File: config.mk
export PLATFORM = sky130hd
export DESIGN_NAME = age_issue_sched
export DESIGN_NICKNAME = d
export VERILOG_FILES = /design/src/rtl/age_issue_sched.sv
export SDC_FILE = /design/constraint.sdc
export NUM_CORES = 1
export LEC_CHECK = 0
export CAP_MARGIN = 30
export CORE_UTILIZATION = 40
export DETAILED_ROUTE_END_ITERATION = 10
export PLACE_DENSITY = 0.67
export REMOVE_ABC_BUFFERS = 1
export SETUP_SLACK_MARGIN = 0.3
export SYNTH_ARGS = -nofsm -noshare
export SYNTH_HDL_FRONTEND = slang
export SYNTH_SLANG_ARGS = --single-unit
File: constraint.sdc
create_clock -name clk_i -period 5.3 [get_ports clk_i]
set_input_delay 0.53 -clock clk_i [delete_from_list [all_inputs] [get_ports clk_i]]
set_output_delay 0.53 -clock clk_i [all_outputs]
set_load 0.01 [all_outputs]
File: src/rtl/age_issue_sched.sv
// Oldest-first issue scheduler: a small queue of entries, each waiting on one source tag,
// woken by a tag broadcast and issued in age order through a valid/ready port.
module age_issue_sched #(
  parameter int NumEntries = 8,
  parameter int DataWidth  = 32,
  parameter int TagWidth   = 4,
  localparam int CntWidth  = $clog2(NumEntries + 1),
  localparam int IdxWidth  = $clog2(NumEntries)
) (
  input  logic                 clk_i,
  input  logic                 rst_i,
  input  logic                 flush_i,
  input  logic                 enq_valid_i,
  output logic                 enq_ready_o,
  input  logic [DataWidth-1:0] enq_data_i,
  input  logic                 enq_src_rdy_i,
  input  logic [TagWidth-1:0]  enq_src_tag_i,
  input  logic                 wake_valid_i,
  input  logic [TagWidth-1:0]  wake_tag_i,
  output logic                 issue_valid_o,
  input  logic                 issue_ready_i,
  output logic [DataWidth-1:0] issue_data_o,
  output logic [IdxWidth-1:0]  issue_idx_o,
  output logic [CntWidth-1:0]  count_o
);

  logic [NumEntries-1:0]                 valid_q;
  logic [NumEntries-1:0]                 src_rdy_q;
  logic [TagWidth-1:0]                   src_tag_q [NumEntries];
  logic [DataWidth-1:0]                  data_q    [NumEntries];
  // older_q[i][j] = 1 means entry i was allocated before entry j.
  logic [NumEntries-1:0][NumEntries-1:0] older_q;
  logic [CntWidth-1:0]                   count_q;

  logic [NumEntries-1:0] cand;
  logic [NumEntries-1:0] sel;
  logic [NumEntries-1:0] enq_onehot;
  logic [IdxWidth-1:0]   free_idx;
  logic                  enq_fire;
  logic                  issue_fire;
  logic                  enq_src_rdy;

  assign enq_ready_o   = (count_q != CntWidth'(NumEntries));
  assign count_o       = count_q;
  assign cand          = valid_q & src_rdy_q;
  assign issue_valid_o = |cand;
  assign enq_fire      = enq_valid_i & enq_ready_o & ~flush_i;
  assign issue_fire    = issue_valid_o & issue_ready_i;
  assign enq_src_rdy   = enq_src_rdy_i | (wake_valid_i & (wake_tag_i == enq_src_tag_i));
  assign enq_onehot    = NumEntries'(1) << free_idx;

  // Descending scan so the lowest-index free slot is the one left standing.
  always_comb begin
    // NOTE: default every combinational output first so no path leaves it unassigned (no latch).
    free_idx = '0;
    for (int i = NumEntries - 1; i >= 0; i--) begin
      if (!valid_q[i]) free_idx = IdxWidth'(i);
    end
  end

  // An entry wins only if it is older than every other candidate; at most one can.
  always_comb begin
    sel = '0;
    for (int i = 0; i < NumEntries; i++) begin
      // NOTE: blocking assignments here build the AND chain in order within one evaluation.
      sel[i] = cand[i];
      for (int j = 0; j < NumEntries; j++) begin
        if (j != i) sel[i] = sel[i] & (~cand[j] | older_q[i][j]);
      end
    end
  end

  // AND-OR mux on the one-hot select, so zero select yields zero outputs.
  always_comb begin
    issue_data_o = '0;
    issue_idx_o  = '0;
    for (int i = 0; i < NumEntries; i++) begin
      if (sel[i]) begin
        issue_data_o = issue_data_o | data_q[i];
        issue_idx_o  = issue_idx_o | IdxWidth'(i);
      end
    end
  end

  always_ff @(posedge clk_i or posedge rst_i) begin
    if (rst_i) begin
      // NOTE: sequential state uses non-blocking assignments so every flop samples pre-edge values.
      valid_q   <= '0;
      src_rdy_q <= '0;
      older_q   <= '0;
      count_q   <= '0;
    end else if (flush_i) begin
      valid_q <= '0;
      count_q <= '0;
    end else begin
      for (int i = 0; i < NumEntries; i++) begin
        if (valid_q[i] && !src_rdy_q[i] && wake_valid_i && (src_tag_q[i] == wake_tag_i))
          src_rdy_q[i] <= 1'b1;
      end
      valid_q <= (valid_q & ~(issue_fire ? sel : '0)) | (enq_fire ? enq_onehot : '0);
      if (enq_fire) begin
        src_rdy_q[free_idx] <= enq_src_rdy;
        for (int j = 0; j < NumEntries; j++) begin
          older_q[free_idx][j] <= 1'b0;
          older_q[j][free_idx] <= (IdxWidth'(j) != free_idx);
        end
      end
      unique case ({enq_fire, issue_fire})
        2'b10:   count_q <= count_q + CntWidth'(1);
        2'b01:   count_q <= count_q - CntWidth'(1);
        default: count_q <= count_q;
      endcase
    end
  end

  // NOTE: payload storage has no reset; it is only observable behind a valid bit.
  always_ff @(posedge clk_i) begin
    if (enq_fire) begin
      data_q[free_idx]    <= enq_data_i;
      src_tag_q[free_idx] <= enq_src_tag_i;
    end
  end

`ifndef SYNTHESIS
  a_sel_onehot0: assert property (@(posedge clk_i) disable iff (rst_i) $onehot0(sel));
  a_enq_free:    assert property (@(posedge clk_i) disable iff (rst_i) enq_fire |-> !valid_q[free_idx]);
  a_count_pop:   assert property (@(posedge clk_i) disable iff (rst_i)
                                  CntWidth'($countones(valid_q)) == count_q);
`endif

endmodule

==> results of run 1 <==
[through the flow]
stage               std cells  utilization  hold WS (ps)
finish                   1442        0.486           421
global route             1442        0.486           481
CTS                      1442        0.486           441
detailed placement       1375        0.451           456
global placement         1370        0.448           451
floorplan                 813            -           438
[logic make-up after synthesis]
kind of cell / share of synthesized area
xor gates and xnor gates: 0.0236
buffers and inverters: 0.0214
and+or+nand+nor: 0.0767
AOI/OAI and AO/OA: 0.124
adders and majority gates: 0.00319
DFF: 0.748
muxes: 0.00390
[flip-flops by register name (all words and copies together), names as in the netlist]
name / flops
src_tag_q: 32
older_q: 56
data_q: 256
src_rdy_q: 8
valid_q: 8
count_o: 4
[layout by cell type, fill, tap and decap left out, types with 5 or more instances in the layout]
| cell | netlist | routed |
|---|---|---|
| a22oi_1 | 32 | 32 |
| a21oi_1 | 14 | 14 |
| xor2_1 | 28 | 28 |
| buf_4 | 4 | 14 |
| nand2_1 | 28 | 28 |
| xnor2_1 | 10 | 10 |
| clkinv_2 | 0 | 11 |
| o2111ai_1 | 12 | 12 |
| o22ai_1 | 6 | 6 |
| nor3_1 | 7 | 5 |
| a222oi_1 | 64 | 64 |
| clkbuf_1 | 9 | 6 |
| nor4_1 | 6 | 6 |
| or4_1 | 5 | 5 |
| and2_1 | 5 | 5 |
| clkdlybuf4s50_1 | 0 | 87 |
| o21a_1 | 21 | 21 |
| clkbuf_16 | 0 | 38 |
| nand4_1 | 5 | 5 |
| nor2_1 | 25 | 22 |
| nand3b_1 | 29 | 29 |
| o21ai_0 | 8 | 8 |
| dfrtp_1 | 76 | 76 |
| inv_1 | 13 | 12 |
| a21o_1 | 20 | 20 |
| edfxtp_1 | 288 | 288 |
| nand3_1 | 40 | 40 |
[where the power goes]
group          internal, mW  switching [mW]  leakage, nW  total [mW]
clock                  1.50            1.05        0.587        2.54
sequential             3.13          0.0289         3.59        3.16
combinational        0.0933           0.125         1.66       0.219
total                  4.72            1.20         5.84        5.92
[worst max-delay path, delay by kind of cell (launching register included)]
kind	cells	cell delay [ps]
compound gates	2	360
simple gates	3	1160
flops	1	550
buf+inv	2	1040
[final timing paths]
path	startpoint	endpoint	depth (start not counted)
worst max-delay path	valid_q[0]	issue_data_o[16]	7
worst min-delay path	rst_i	older_q[44]	2
worst max register to register	valid_q[4]	data_q[0][13]	6
worst min register to register	older_q[40]	older_q[40]	2
max in group asynchronous	rst_i	older_q[41]	4
min in group clk_i	older_q[40]	older_q[40]	2
[routing by layer]
layer | share of wire | up-vias
met1 | 0.42 | 4368
li1 | - | 3700
met4 | 0.027 | 2
met3 | 0.067 | 76
met5 | 0.00041 | -
met2 | 0.48 | 393
[synthesized netlist by cell type, types with 9 or more instances]
cell type,count,area share
dfrtp_1,76,0.13
a22oi_1,32,0.017
buf_2,28,0.0099
inv_1,13,0.0035
o2111ai_1,12,0.0074
a222oi_1,64,0.045
o21a_1,21,0.011
clkbuf_1,9,0.0024
nor2_1,25,0.0066
nand3_1,40,0.014
xnor2_1,10,0.0062
xor2_1,28,0.017
edfxtp_1,288,0.61
a21o_1,20,0.011
nand2_1,28,0.0074
nand3b_1,29,0.015
a21oi_1,14,0.0050
[area by class of cell]
| class | count | area [um2] |
|---|---|---|
| sequential | 364 | 10600 |
| clock inverter | 21 | 195 |
| tap | 455 | 569 |
| inverter | 19 | 78.8 |
| fill | 2845 | 17800 |
| multi-input combinational | 430 | 3320 |
| clock buffer | 46 | 1000 |
| timing repair buffer | 107 | 1090 |
==> summary.md, run 1 <==
| Metric | Value |
|---|---|
| GPL Wtd Cong | `slightly below 0.9` |
| Actual slew at the worst max-slew pin | `about 980 ps` |
| Layout cells sized above 1 | `0.129` |
| Synth Register Bits | `364` |
| Cell Area, Synth | `between 10000 and 15000 um2` |
| R2R setup slack | `1920 ps` |
| FFs w/ async S/R, synth | `0.209` |
| Vias | `about 8.5k` |
| GR Overflow Total | `0` |
| Area growth, synth to finish | `19.1%` |
| CTS Hold Bufs | `0` |
| CTS clock-pin slew for the worst setup and hold paths | `roughly 50 ps` |
| Die width | `190 um` |
| Initial Util | `0.408` |
| Crit-path cells | `nand2_1, o2111ai_1, nor3_2, buf_4, a222oi_1, nand3_1, clkdlybuf4s50_1` |
| Critical Path RT | `roughly 4800 ps` |
| Die Span Y | `190 um` |
| Worst Skew | `~18 ps` |
| FMAX | `~0.24 GHz` |
| Avg Cell Area, Syn | `about 16 um2` |
| CP Max Fanout | `28` |
| Main synth FF type | `edfxtp_1` |
| Initial antenna violation count | `1` |
| CTS buffer count | `38` |
| First-pass iteration count of the detailed router | `8` |
| Sequential cell area fraction in the yosys report | `0.748` |
| Setup_tns | `0 ps` |
| Total core area | `about 35000 um2` |
| Drt via density | `between 5 and 6` |
| Gr usage total | `0.194` |
| Post-DP HPWL | `20400 um` |
| Pre-CTS setup slack | `roughly 1600 ps` |
| Setup bufs post-CTS | `0` |
| Die ar. | `approximately 36000 um2` |
| DRT antenna net count | `0` |
| RSZ-0062 raised after global routing | `no` |
| Final Critical Period | `about 4200 ps` |
| Antenna diodes | `0` |
| Routing usage on met2 | `0.320` |
| Post-CTS sizing | `0` |
| First DRT Iteration DRCs | `~1.0k` |
| Remaining DRCs | `0` |
| Cells after synthesis | `857` |
| Final hold vios | `0` |
| Largest net degree at the start of global routing | `45` |
| Tcrit/Tclk final | `0.786` |
| CTS Buffer Depth | `3` |
| Worst path max stage delay | `approximately 580 ps` |
| Setup CP Type | `reg -> out` |
| Slowest CP cell | `nor3_2` |
| H-tree levels | `2` |
| Slew Limit Fails | `0` |
| TritonCTS clock tree | `built` |
| Routed WL per cell | `around 24 um` |
| Outcome | `finished clean` |
| Met1 usage | `0.265` |
| P_leak | `roughly 5.8 nW` |
| CP Capture Type | `output port` |
| Post-Route WL | `around 35000 um` |
| CTS root buf | `clkbuf_16` |
| Vias in the first global route | `8534` |
| Grt met3 use | `0.0277` |
| Overall power | `just under 6 mW` |
| Final Net Count | `1010` |
| Later-pin clock latency in the skew report | `520 ps` |
| Buffers added on ports | `slightly below 90` |
| Pwr/cell area | `352 nW/um2` |
| Worst hold path type | `in -> async` |
| First-pass GRT wire length | `~53000 um` |
| Final WS setup | `~1100 ps` |
| Yosys warnings | `0` |
| CTS Sinks | `between 300 and 400` |
| Slew headroom | `0.344` |
| Final instance area | `between 15000 and 20000 um2` |
| # rows | `a little under 70` |
| Gr busiest metal | `met2` |
| # setup viols final | `0` |
| Distinct cells, synth | `68` |
| Peak VDD IR | `~0.19 mV` |
| # Max-Cap Violations | `0` |
| Count of flip-flops with a built-in enable after synthesis | `288` |
| Dpl cell area | `roughly 16000 um2` |
| Startpoint types | `flop` |
| CP arrival | `3640 ps` |
| Io pins | `88` |
Note: power is estimated with default switching activity, not from simulation.
==> run 2: changes to the inputs <==
PLACE_DENSITY = 0.69   (was 0.67)
clock period = 3.42 ns   (was 5.3 ns; I/O delays follow)
==> summary.md, run 2 (same netlist as run 1, synthesis figures left out) <==
| Metric | Value |
|---|---|
| Post-Route WL | `36000 um (+4.4%)` |
| CTS Sinks | `364 (unchanged)` |
| Overall power | `9.38 mW (+58%)` |
| Worst Skew | `24.3 ps (+5.96 ps)` |
| CP Capture Type | `output port` |
| RR Endpoint | `count_o[3]` |
| Slowest CP cell | `clkdlybuf4s50_1` |
| # rows | `68 (unchanged)` |
| Post-DP HPWL | `20700 um (+1.7%)` |
| Commonest non-fill, non-tap cell in the layout | `edfxtp_1` |
| Die width | `190 um (unchanged)` |
| Cells on worst reg2reg path | `12 (+6)` |
| Initial antenna violation count | `0 (-1)` |
| Cell family with most CP delay | `buffers and inverters` |
| CP Max Fanout | `17 (-39%)` |
| Worst hold path type | `in -> async` |
| CTS clock-pin slew for the worst setup and hold paths | `60 ps (about the same)` |
| Vias in the first global route | `8900 (+4.3%)` |
| Tcrit/Tclk final | `0.910` |
| Biggest register | `data_q` |
| Routed WL per cell | `24.1 um (+0.81%)` |
| Die Span Y | `190 um (unchanged)` |
| CTS root buf | `clkbuf_16` |
| P_leak | `6.61 nW (+13%)` |
| Biggest regs | `data_q (256), older_q (56), src_tag_q (32)` |
| CTS Buffer Depth | `3 (unchanged)` |
| Drt via density | `5.90 (-0.43%)` |
| Slew Limit Fails | `0 (unchanged)` |
| FMAX | `0.321 GHz` |
| Setup CP Type | `reg -> out` |
| First DRT Iteration DRCs | `1081 (+5.1%)` |
| # Max-Cap Violations | `0 (unchanged)` |
| Final Net Count | `1060 (+5.0%)` |
| Largest net degree at the start of global routing | `46 (+2.2%)` |
| Peak VDD IR | `0.351 mV (+85%)` |
| CTS buffer count | `39 (+2.6%)` |
| Critical Path RT | `3080 ps (-1690 ps)` |
| Final hold vios | `0 (unchanged)` |
| Initial Util | `0.408 (unchanged)` |
| Die ar. | `36000 um2 (unchanged)` |
| Critical R2R Launch | `valid_q[4]` |
| R2R setup slack | `620 ps (-1300 ps)` |
| DRT antenna net count | `0 (unchanged)` |
| CP arrival | `2770 ps (-870 ps)` |
| Max reg flops | `256 (unchanged)` |
| GPL Wtd Cong | `0.945 (+7.2%)` |
| Fin Hold WS | `276 ps (-145 ps)` |
| Buffers added on ports | `87 (unchanged)` |
| CTS Hold Bufs | `0 (unchanged)` |
| Layout cells sized above 1 | `0.200 (+0.0715)` |
| CP Buf/Inv Count | `3 (+1)` |
| Final Critical Period | `3110 ps` |
| # setup viols final | `0 (unchanged)` |
| Io pins | `88 (unchanged)` |
| Worst path max stage delay | `530 ps (-50 ps)` |
| RSZ-0062 raised after global routing | `yes` |
| Area growth, synth to finish | `24.8%` |
| Startpoint types | `flop` |
| Actual slew at the worst max-slew pin | `813 ps (-164 ps)` |
| Later-pin clock latency in the skew report | `530 ps (about the same)` |
| TritonCTS clock tree | `built` |
| Outcome | `finished clean` |
| H-tree levels | `2 (unchanged)` |
| Crit-path cells | `buf_4, and2_1, o2111ai_2, nor3_4, buf_12, a222oi_1, nand3_1, clkdlybuf4s50_1` |
| GR Overflow Total | `0 (unchanged)` |
| Slew headroom | `0.454 (+0.109)` |
| Vias | `8809 (+3.2%)` |
| Antenna diodes | `0 (unchanged)` |
| Remaining DRCs | `0 (unchanged)` |
| First-pass iteration count of the detailed router | `6 (-2)` |
| Gr usage total | `0.198 (+0.00432)` |
| Total core area | `34600 um2 (unchanged)` |
| First-pass GRT wire length | `54000 um (+2.2%)` |
| Most frequent cells in the layout | `288 x edfxtp_1, 64 x a222oi_1, 63 x dfrtp_1` |
| Pwr/cell area | `533 nW/um2 (+51%)` |
-- run 2: cell types whose count changed in the layout (fill, tap and decap cells not counted), sizes merged --
cell,before,now
clkinv,15,13
clkdlybuf4s15,0,1
clkbuf,46,51
clkinvlp,3,0
dlygate4sd2,0,16
clkdlybuf4s50,87,54
buf,20,65
inv,19,24
dlymetal6s2s,0,16
bufbuf,0,2
-- run 2: how the worst max path moves through the flow --
stage | cells after the start | from | end | slack [ps]
global placement | 6 | flush_i | data_q[0][21] | 550
finish | 8 | valid_q[3] | issue_data_o[11] | 310
detailed placement | 11 | src_rdy_q[7] | count_o[3] | 550
global route | 8 | valid_q[3] | issue_data_o[11] | 190
CTS | 8 | valid_q[3] | issue_data_o[11] | 190
floorplan | 5 | valid_q[4] | src_rdy_q[6] | -890
-- run 2: final cells by class --
cell class / instances / area [um2]
inverters: 19 / 78.8
clock inverters: 21 / 200
well taps: 455 / 569
repair buffers: 156 / 1680
fillers: 2784 / 17000
flip-flops and latches: 364 / 10600
multi-input cells: 430 / 3460
clock buffers: 49 / 1050
-- run 2: power by group --
part | switching, mW | internal [mW] | leakage [nW]
sequential | 0.0426 | 4.85 | 3.57
clock | 1.69 | 2.43 | 0.623
combinational | 0.213 | 0.160 | 2.41
-- run 2: metal layers --
layer  wire length [um]  share of wire  global-route usage
met1              14500           0.40               0.265
met2              17400           0.48               0.325
met3               3020          0.084              0.0303
met4               1060          0.029              0.0744
met5                  0              0                   0
-- run 2: through the flow --
step / instances / setup TNS (ps) / instance area [um2] / setup WS [ps] / util
after floorplan: 813 / -32390 / 13900 / -892 / -
after global placement: 1396 / 0 / 15900 / 552 / 0.458
after detailed placement: 1396 / 0 / 15900 / 547 / 0.458
after CTS: 1480 / 0 / 17400 / 194 / 0.502
after global routing: 1494 / 0 / 17600 / 190 / 0.508
final: 1494 / 0 / 17600 / 307 / 0.508
-- run 2: what timing repair did --
action,CTS,global route
gates resized for setup,52,31
buffers inserted,12,12
hold endpoints to repair,0,0
setup endpoints to repair,35,19
cloned,2,2
pin swaps,5,22
==> run 3: changes to the inputs <==
CAP_MARGIN = 0   (was 30)
==> results of run 3 <==
No change in the layout: final DEF, timing and power equal those of run 2.
